**config.mk**
```make
export PLATFORM = sky130hd
export DESIGN_NAME = act_stream1
export DESIGN_NICKNAME = d
export VERILOG_FILES = /design/src/rtl/act_stream1.sv
export SDC_FILE = /design/constraint.sdc
export NUM_CORES = 1
export LEC_CHECK = 0
export BUFFER_PORTS_ARGS = -buffer_cell sky130_fd_sc_hd__buf_4
export CAP_MARGIN = 40
export CORE_AREA = 2 2 415 417
export CTS_BUF_LIST = sky130_fd_sc_hd__clkbuf_4 sky130_fd_sc_hd__clkbuf_8
export DETAILED_ROUTE_END_ITERATION = 12
export DIE_AREA = 0 0 417 419
export GPL_ROUTABILITY_DRIVEN = 1
export HOLD_SLACK_MARGIN = 0.05
export MAX_ROUTING_LAYER = met4
export PLACE_DENSITY = 0.38
export SETUP_SLACK_MARGIN = 0.1
export SLEW_MARGIN = 15
export SYNTH_ARGS = -nofsm -noshare
export SYNTH_HDL_FRONTEND = slang
export SYNTH_SLANG_ARGS = --single-unit
```
**constraint.sdc**
```tcl
create_clock -name clk -period 3.7 [get_ports clk]
set_clock_uncertainty 0.05 [all_clocks]
set_input_delay 0.555 -clock clk [delete_from_list [all_inputs] [get_ports clk]]
set_output_delay 0.555 -clock clk [all_outputs]
set_load 0.01 [all_outputs]
```
**src/rtl/act_stream1.sv**
```systemverilog
// Layer-1 activation stage: captures 32 accumulators, applies ReLU/shift/saturate,
// then replays the activations serially to layer 2, framed by start/stop strobes.

module act_lane #(
  parameter int unsigned SHIFT   = 8,
  parameter logic [31:0] SAT_MAX = 32'd255
) (
  input  logic        clk,
  input  logic        rst_n,
  input  logic        capture,
  input  logic [31:0] p,
  output logic [31:0] act
);
  logic [31:0] r, s, a;

  always_comb begin
    r = p[31] ? '0 : p;
    s = r >> SHIFT;
    a = (s > SAT_MAX) ? SAT_MAX : s;
  end

  always_ff @(posedge clk or negedge rst_n) begin
    if (!rst_n)       act <= '0;
    else if (capture) act <= a;
  end
endmodule

module act_stream1 #(
  parameter int unsigned SHIFT   = 8,
  parameter logic [31:0] SAT_MAX = 32'd255
) (
  input  logic        clk,
  input  logic        rst_n,
  input  logic        load,
  input  logic [31:0] p0,  input logic [31:0] p1,  input logic [31:0] p2,  input logic [31:0] p3,
  input  logic [31:0] p4,  input logic [31:0] p5,  input logic [31:0] p6,  input logic [31:0] p7,
  input  logic [31:0] p8,  input logic [31:0] p9,  input logic [31:0] p10, input logic [31:0] p11,
  input  logic [31:0] p12, input logic [31:0] p13, input logic [31:0] p14, input logic [31:0] p15,
  input  logic [31:0] p16, input logic [31:0] p17, input logic [31:0] p18, input logic [31:0] p19,
  input  logic [31:0] p20, input logic [31:0] p21, input logic [31:0] p22, input logic [31:0] p23,
  input  logic [31:0] p24, input logic [31:0] p25, input logic [31:0] p26, input logic [31:0] p27,
  input  logic [31:0] p28, input logic [31:0] p29, input logic [31:0] p30, input logic [31:0] p31,
  output logic [31:0] image,
  output logic        start,
  output logic        stop,
  output logic        busy,
  output logic        done,
  output logic        overrun
);
  localparam int NUM_LANES = 32;
  localparam int VEC_W     = 32;

  typedef enum logic [1:0] {IDLE, START, STREAM, STOP} state_t;

  state_t state, state_nxt;
  logic [4:0] idx, idx_nxt;
  logic capture;
  logic [NUM_LANES-1:0][VEC_W-1:0] p_vec, act_q;

  assign p_vec = {p31, p30, p29, p28, p27, p26, p25, p24,
                  p23, p22, p21, p20, p19, p18, p17, p16,
                  p15, p14, p13, p12, p11, p10, p9,  p8,
                  p7,  p6,  p5,  p4,  p3,  p2,  p1,  p0};

  assign capture = (state == IDLE) && load;

  for (genvar k = 0; k < NUM_LANES; k++) begin : g_lane
    act_lane #(.SHIFT(SHIFT), .SAT_MAX(SAT_MAX)) u_lane (
      .clk    (clk),
      .rst_n  (rst_n),
      .capture(capture),
      .p      (p_vec[k]),
      .act    (act_q[k])
    );
  end

  always_ff @(posedge clk or negedge rst_n) begin
    if (!rst_n) begin
      state <= IDLE;
      idx   <= '0;
    end else begin
      state <= state_nxt;
      idx   <= idx_nxt;
    end
  end

  // Any load that is not a capture counts as an overrun; a capture clears it.
  always_ff @(posedge clk or negedge rst_n) begin
    if (!rst_n)    overrun <= 1'b0;
    else if (load) overrun <= (state != IDLE);
  end

  always_comb begin
    state_nxt = state;
    idx_nxt   = idx;
    image     = '0;
    start     = 1'b0;
    stop      = 1'b0;
    done      = 1'b0;
    busy      = (state != IDLE);
    case (state)
      IDLE: begin
        if (load) begin
          state_nxt = START;
          idx_nxt   = '0;
        end
      end
      START: begin
        start     = 1'b1;
        state_nxt = STREAM;
      end
      STREAM: begin
        image   = act_q[idx];
        idx_nxt = idx + 5'd1;
        if (idx == 5'd31) state_nxt = STOP;
      end
      STOP: begin
        stop      = 1'b1;
        done      = 1'b1;
        state_nxt = IDLE;
      end
      default: state_nxt = IDLE;
    endcase
  end
endmodule
```
# Yosys cells after proc, flatten, opt, wreduce, memory -nomap -nowiden
# Index checks and enable logic that the tools add are counted.
[word_totals]
elab_cells = 155
ff_bits = 1032
out_inout_bits = 37
inputBits = 1027
[classes]
eq_ne = 6
reduce_logical = 6
order_cmp = 33
n_mux = 74
n_addsub = 1
[ops]
columns = ["operator", "n"]
rows = [
  ["31-bit two-way mux", 32],
  ["24-bit by 8-bit > comparator with 1-bit output, second input constant", 32],
  ["24-bit two-way mux", 32],
  ["32-bit binary-select mux with 5-bit select", 1],
  ["32-bit two-way mux", 2],
  ["5-bit case mux with 2 select lines", 1],
  ["2-bit case mux with 4 select lines", 1],
  ["5-bit by 6-bit less-than comparator with 1-bit output, second input constant", 1],
  ["5-bit by 1-bit adder with 5-bit output, second input constant", 1],
  ["5-bit equality test, second input constant", 1],
  ["5-bit two-way mux", 1],
  ["2-bit equality test, second input constant", 2],
  ["2-bit two-way mux", 2],
  ["2-bit inequality test, second input constant", 2],
  ["2-bit AND reduction", 2],
  ["2-bit nonzero test", 2],
  ["2-bit by 1-bit equality test with 1-bit output, second input constant", 1],
  ["2-bit zero test", 1],
  ["1-bit two-way mux", 2],
  ["1-bit logical AND", 1],
]

# Logic depth before layout (Yosys ltp)
[depth]
depth_word = 3
ltp_mapped = 9
ltp_nobuf = 7

# Modules after synthesis
# Synthesis repeated with hierarchy kept, for this count alone.
[unflattened]
hier_cells = 3493
hier_area_um2 = 39713.1
[modules_own_cells]
columns = ["mod", "seq_area_each_um2", "cells_per_inst", "n_inst", "area_per_inst_um2"]
rows = [
  ["act_lane", 575.6, 83, 32, 953.4],
  ["act_stream1", 200.2, 837, 1, 9203.8],
]

# Worst setup path before layout
# No wires, ideal clock.
[synth_timing]
path_kind = "register to output"
start = "register idx[0]"
end = "output port image[6]"
n_path_buf = 4
arrival_ns = 1.798
t_required_ns = 3.095
path_stages_with_launch = 8
slack_ns = 1.297
cell_sequence = "dfrtp_1 -> buf_6 -> buf_12 -> buf_6 -> buf_2 -> mux4_2 -> o21ai_1 -> a31oi_1"
[synth_via]
elab_chain_len = 3
[synth_lines]
columns = ["item", "line", "text"]
rows = [
  ["from (decl)", "56", "logic [4:0] idx, idx_nxt;"],
  ["from (signal assigned)", "83", "idx <= idx_nxt;"],
  ["32-bit binary-select mux with 5-bit select", "113", "image = act_q[idx];"],
  ["32-bit two-way mux (not written as such)", "113", ""],
  ["32-bit two-way mux", "101", "case (state)"],
  ["to (decl)", "43", "output logic [31:0] image,"],
]
# Every way passes these cells. The select of a mux whose other input is x is not followed.

# Final worst setup path
[layout_timing]
start = "register idx[0]"
end = "output port image[5]"
# The elaborated chain is that of the path after synthesis.

==> impl_metrics.ini <==
[worst_setup_path]
critPathSlowestCell = mux4_2
worst-endpoint-required_ns = 3.09
critical_path.max_fanout = 8
timing.critical_path.buf_inv = 6
cp_cell_sequence = buf_6 > buf_12 > buf_16 > buf_4 > mux4_2 > a22oi_2 > a31oi_4 > buf_6 > buf_6
critPathMaxStageDelay_ns = 0.61
worst_path_dominant_cell_family = buffers and inverters
timing_worst_setup_path_type = register to output pin
critical_path.endpoint_type = output pin
cp.arrival_ns = 3.29
path_common_cell = buf_6
worstSetupStartpointType = register

[place]
worst_setup_timing_slack_at_the_placement_stage_ns = 0.350
globalplace.congestion = 0.782
numPortBuffers = 798
numPlacedInstances = 5753
post-dp-hpwl_um = 96700

[power_and_ir_drop]
ir_worst_vdd_v = 0.000342
static_leakage_nw = 22.6
powerDensity_nw_per_um2 = 601

[synth]
yosys_register_bits = 744
post_synth_inst_count = 2781
post_synth_instance_area_um2 = 33300
synth.yosys.seq_area_share_pct = 55.9
synth-edff-count = 0
post_synth.cell_area_avg_um2 = 12.0
post_synth_main_area_contributors = dfrtp_1, mux4_2, and2_1, nand2b_1, a21oi_1
yosys_warnings = 0
synth_ff_type = dfrtp_1
netlist.area_leader.share_pct = 55.9
synth.distinct_cells = 39
synthArstFlopShare_pct = 100
synth_top_area_cell = dfrtp_1

[status]
status = finished, violations left
failed_checks = negative setup slack

[die]
fp.dieH_um = 419
core_area_um2 = 171000
dieWidth_um = 417
rows = 152
initial_core_util_pct = 19.5
io-pin-count = 1064
die_area_um2 = 175000

[routing]
viasPerCell = 4.09
drc_errors = 0
routedWlPerCell_um = 20.4
detail_route.wirelength_um = 134000
dr_total_vias = 26700
drt_iter0_drc = 1227
antenna_left = 0
first_pass_iters = 5

[timing]
report.final.setup_viol = 23
period_share_pct = 105
hold_worst_slack_ns = 0.110
worst_slew_margin_rel_pct = 42.4
final.min_clock_period_ns = 3.90
setup_slack_ns = -0.197
worst-slew-pin-transition_ns = 0.860
timing.final.max_slew_violations = 0
fmax_mhz = 257
grt_setup_unrepaired = yes
timing_hold_violations_final = 0

[run]
max_cap_viols = 0

[global_routing]
grt_start_max_net_pins = 158
initial_antenna_violation_count = 26
first_global_vias = 29400
grt_pass1_wl_um = 197000
gr_ovfl_total = 0
grt_util_overall_pct = 15.7

[clocking]
tritoncts = built
clkLatencyLatePin_ns = 0.83
ctsLongestPathBuffers = 3
cts_made_buffers = 144
ctsHtreeMaxLevel = 4
clock_transition_at_the_registers_of_the_reported_paths_ns = 0.06
cts_sinks = 744
root_buffer_cell = clkbuf_8

[worst_hold_path]
path_type_of_the_worst_min_delay_path = input pin to register

[cells_and_area]
post_layout_nonfiller_instances = 6547
design.final.nets = 5221
drive_gt1_share_pct = 33.9
ff_latch_area_um2 = 18600
multi_input_area_um2 = 14300
fillCellCount = 17600
relative_area_change_from_synthesis_to_final_layout_pct = 55.3
layer usage:
| metal | part of all wire (%) | GRT usage (%) | vias up |
|---|---|---|---|
| li1 | - | - | 12700 |
| met1 | 45 | 20.3 | 13100 |
| met2 | 47 | 24.9 | 761 |
| met3 | 4.7 | 3.15 | 174 |
| met4 | 2.7 | 4.53 | 0 |
| met5 | 0 | - | - |
flip-flops by register name, summed over array words and instances, names as in the netlist:
register / cells
overrun: 1
idx: 5
g_lane.u_lane.act: 736
state: 2
final timing paths:
kind | from | to | slack [ns] | cells past startpoint
max | idx[0]$_DFFE_PN0P_ | image[5] | -0.20 | 9
min | p25[31] | g_lane[25].u_lane.act[1]$_DFFE_PN0P_ | 0.11 | 3
max reg2reg | state[0]$_DFFE_PN0P_ | g_lane[16].u_lane.act[7]$_DFFE_PN0P_ | 1.21 | 7
min reg2reg | g_lane[8].u_lane.act[12]$_DFFE_PN0P_ | g_lane[8].u_lane.act[12]$_DFFE_PN0P_ | 0.42 | 1
max in group asynchronous | rst_n | g_lane[30].u_lane.act[3]$_DFFE_PN0P_ | 2.19 | 3
min in group asynchronous | rst_n | g_lane[5].u_lane.act[17]$_DFFE_PN0P_ | 0.29 | 2
Yosys cell counts (4+ instances only):
cell type and n:
dfrtp_1 744, and2_1 481, nor2_1 292, a21oi_1 258, nand2b_1 257, mux4_2 158
clkbuf_1 108, nor4_1 96, mux2i_1 49, mux2_2 48, a41oi_1 32, nor3_1 32
buf_2 24, o221ai_1 24, a22oi_1 23, a31oi_1 23, nand2_1 21, buf_4 16
a221oi_1 14, o21ai_1 14, buf_6 9, o2111ai_1 9, buf_1 8, ha_1 6
o21ai_0 6, inv_1 5, nor2b_1 4
placed cells by master (no fill, tap or decap), types with 14 or more instances in the layout:
master / n
buf_4: 867
dfrtp_1: 741
dlygate4sd3_1: 482
and2_1: 480
nor2_1: 291
a21oi_1: 258
nand2b_1: 257
clkbuf_8: 179
mux4_2: 160
nor4_1: 96
mux2i_1: 49
clkbuf_4: 34
nor3_1: 32
a41oi_1: 32
buf_12: 30
mux2_2: 28
buf_6: 22
diode_2: 21
nand2_1: 20
mux2_4: 20
clkinv_2: 17
a221oi_1: 14
o21ai_1: 14
final cells by class:
cell class,instances,share of cell area (%)
clock buffer,213,5.26
timing repair buffer,1422,24.6
inverter,5,0.0363
sequential,744,36.0
multi-input combinational,1871,27.7
antenna,21,0.102
tap,2233,5.40
clock inverter,38,0.874
worst min-delay path: cells and delay by family:
family / cells / cell delay [ns]
and+or+nand+nor: 1 / 0.16
AOI/OAI and AO/OA: 1 / 0.08
buffers and inverters: 1 / 0.16
through the flow:
stage / utilization [%] / instance area [um^2] / power [W] / setup TNS [ns]
5_1_grt: 30.3 / 51700 / 0.0330 / -7.30
2_1_floorplan: - / 33300 / 0.0154 / 0
6_report: 30.3 / 51700 / 0.0311 / -3.04
3_3_place_gp: 24.9 / 42400 / 0.0205 / 0
4_1_cts: 30.1 / 51400 / 0.0317 / -6.81
3_5_place_dp: 24.9 / 42400 / 0.0205 / 0
logic make-up (layout without fill, tap and decap cells):
group	count (synthesis)	count (layout)	synth area share (%)
compound gates	408	408	7.34
xor+xnor	1	1	0.0263
fa+ha+maj	6	6	0.226
buf+inv	174	1678	2.59
flops	744	744	55.9
mux	258	258	14.0
other cells	1	30	0.0113
simple gates	1189	1189	19.9
power by group:
group	internal, W	switching [W]
Clock	0.00522	0.00390
Sequential	0.00944	0.00121
Combinational	0.00522	0.00610
Total	0.0199	0.0112
repair_timing:
| item | in CTS | in global routing |
|---|---|---|
| setup buffers | 24 | 6 |
| gates resized for setup | 105 | 22 |
| cloned | 7 | 3 |
| setup endpoints to repair | 23 | 23 |
| hold endpoints to repair | 345 | 0 |
| hold buffers | 482 | 0 |
| pin swaps | 10 | 10 |
No activity file was read; power rests on OpenSTA's default activity.
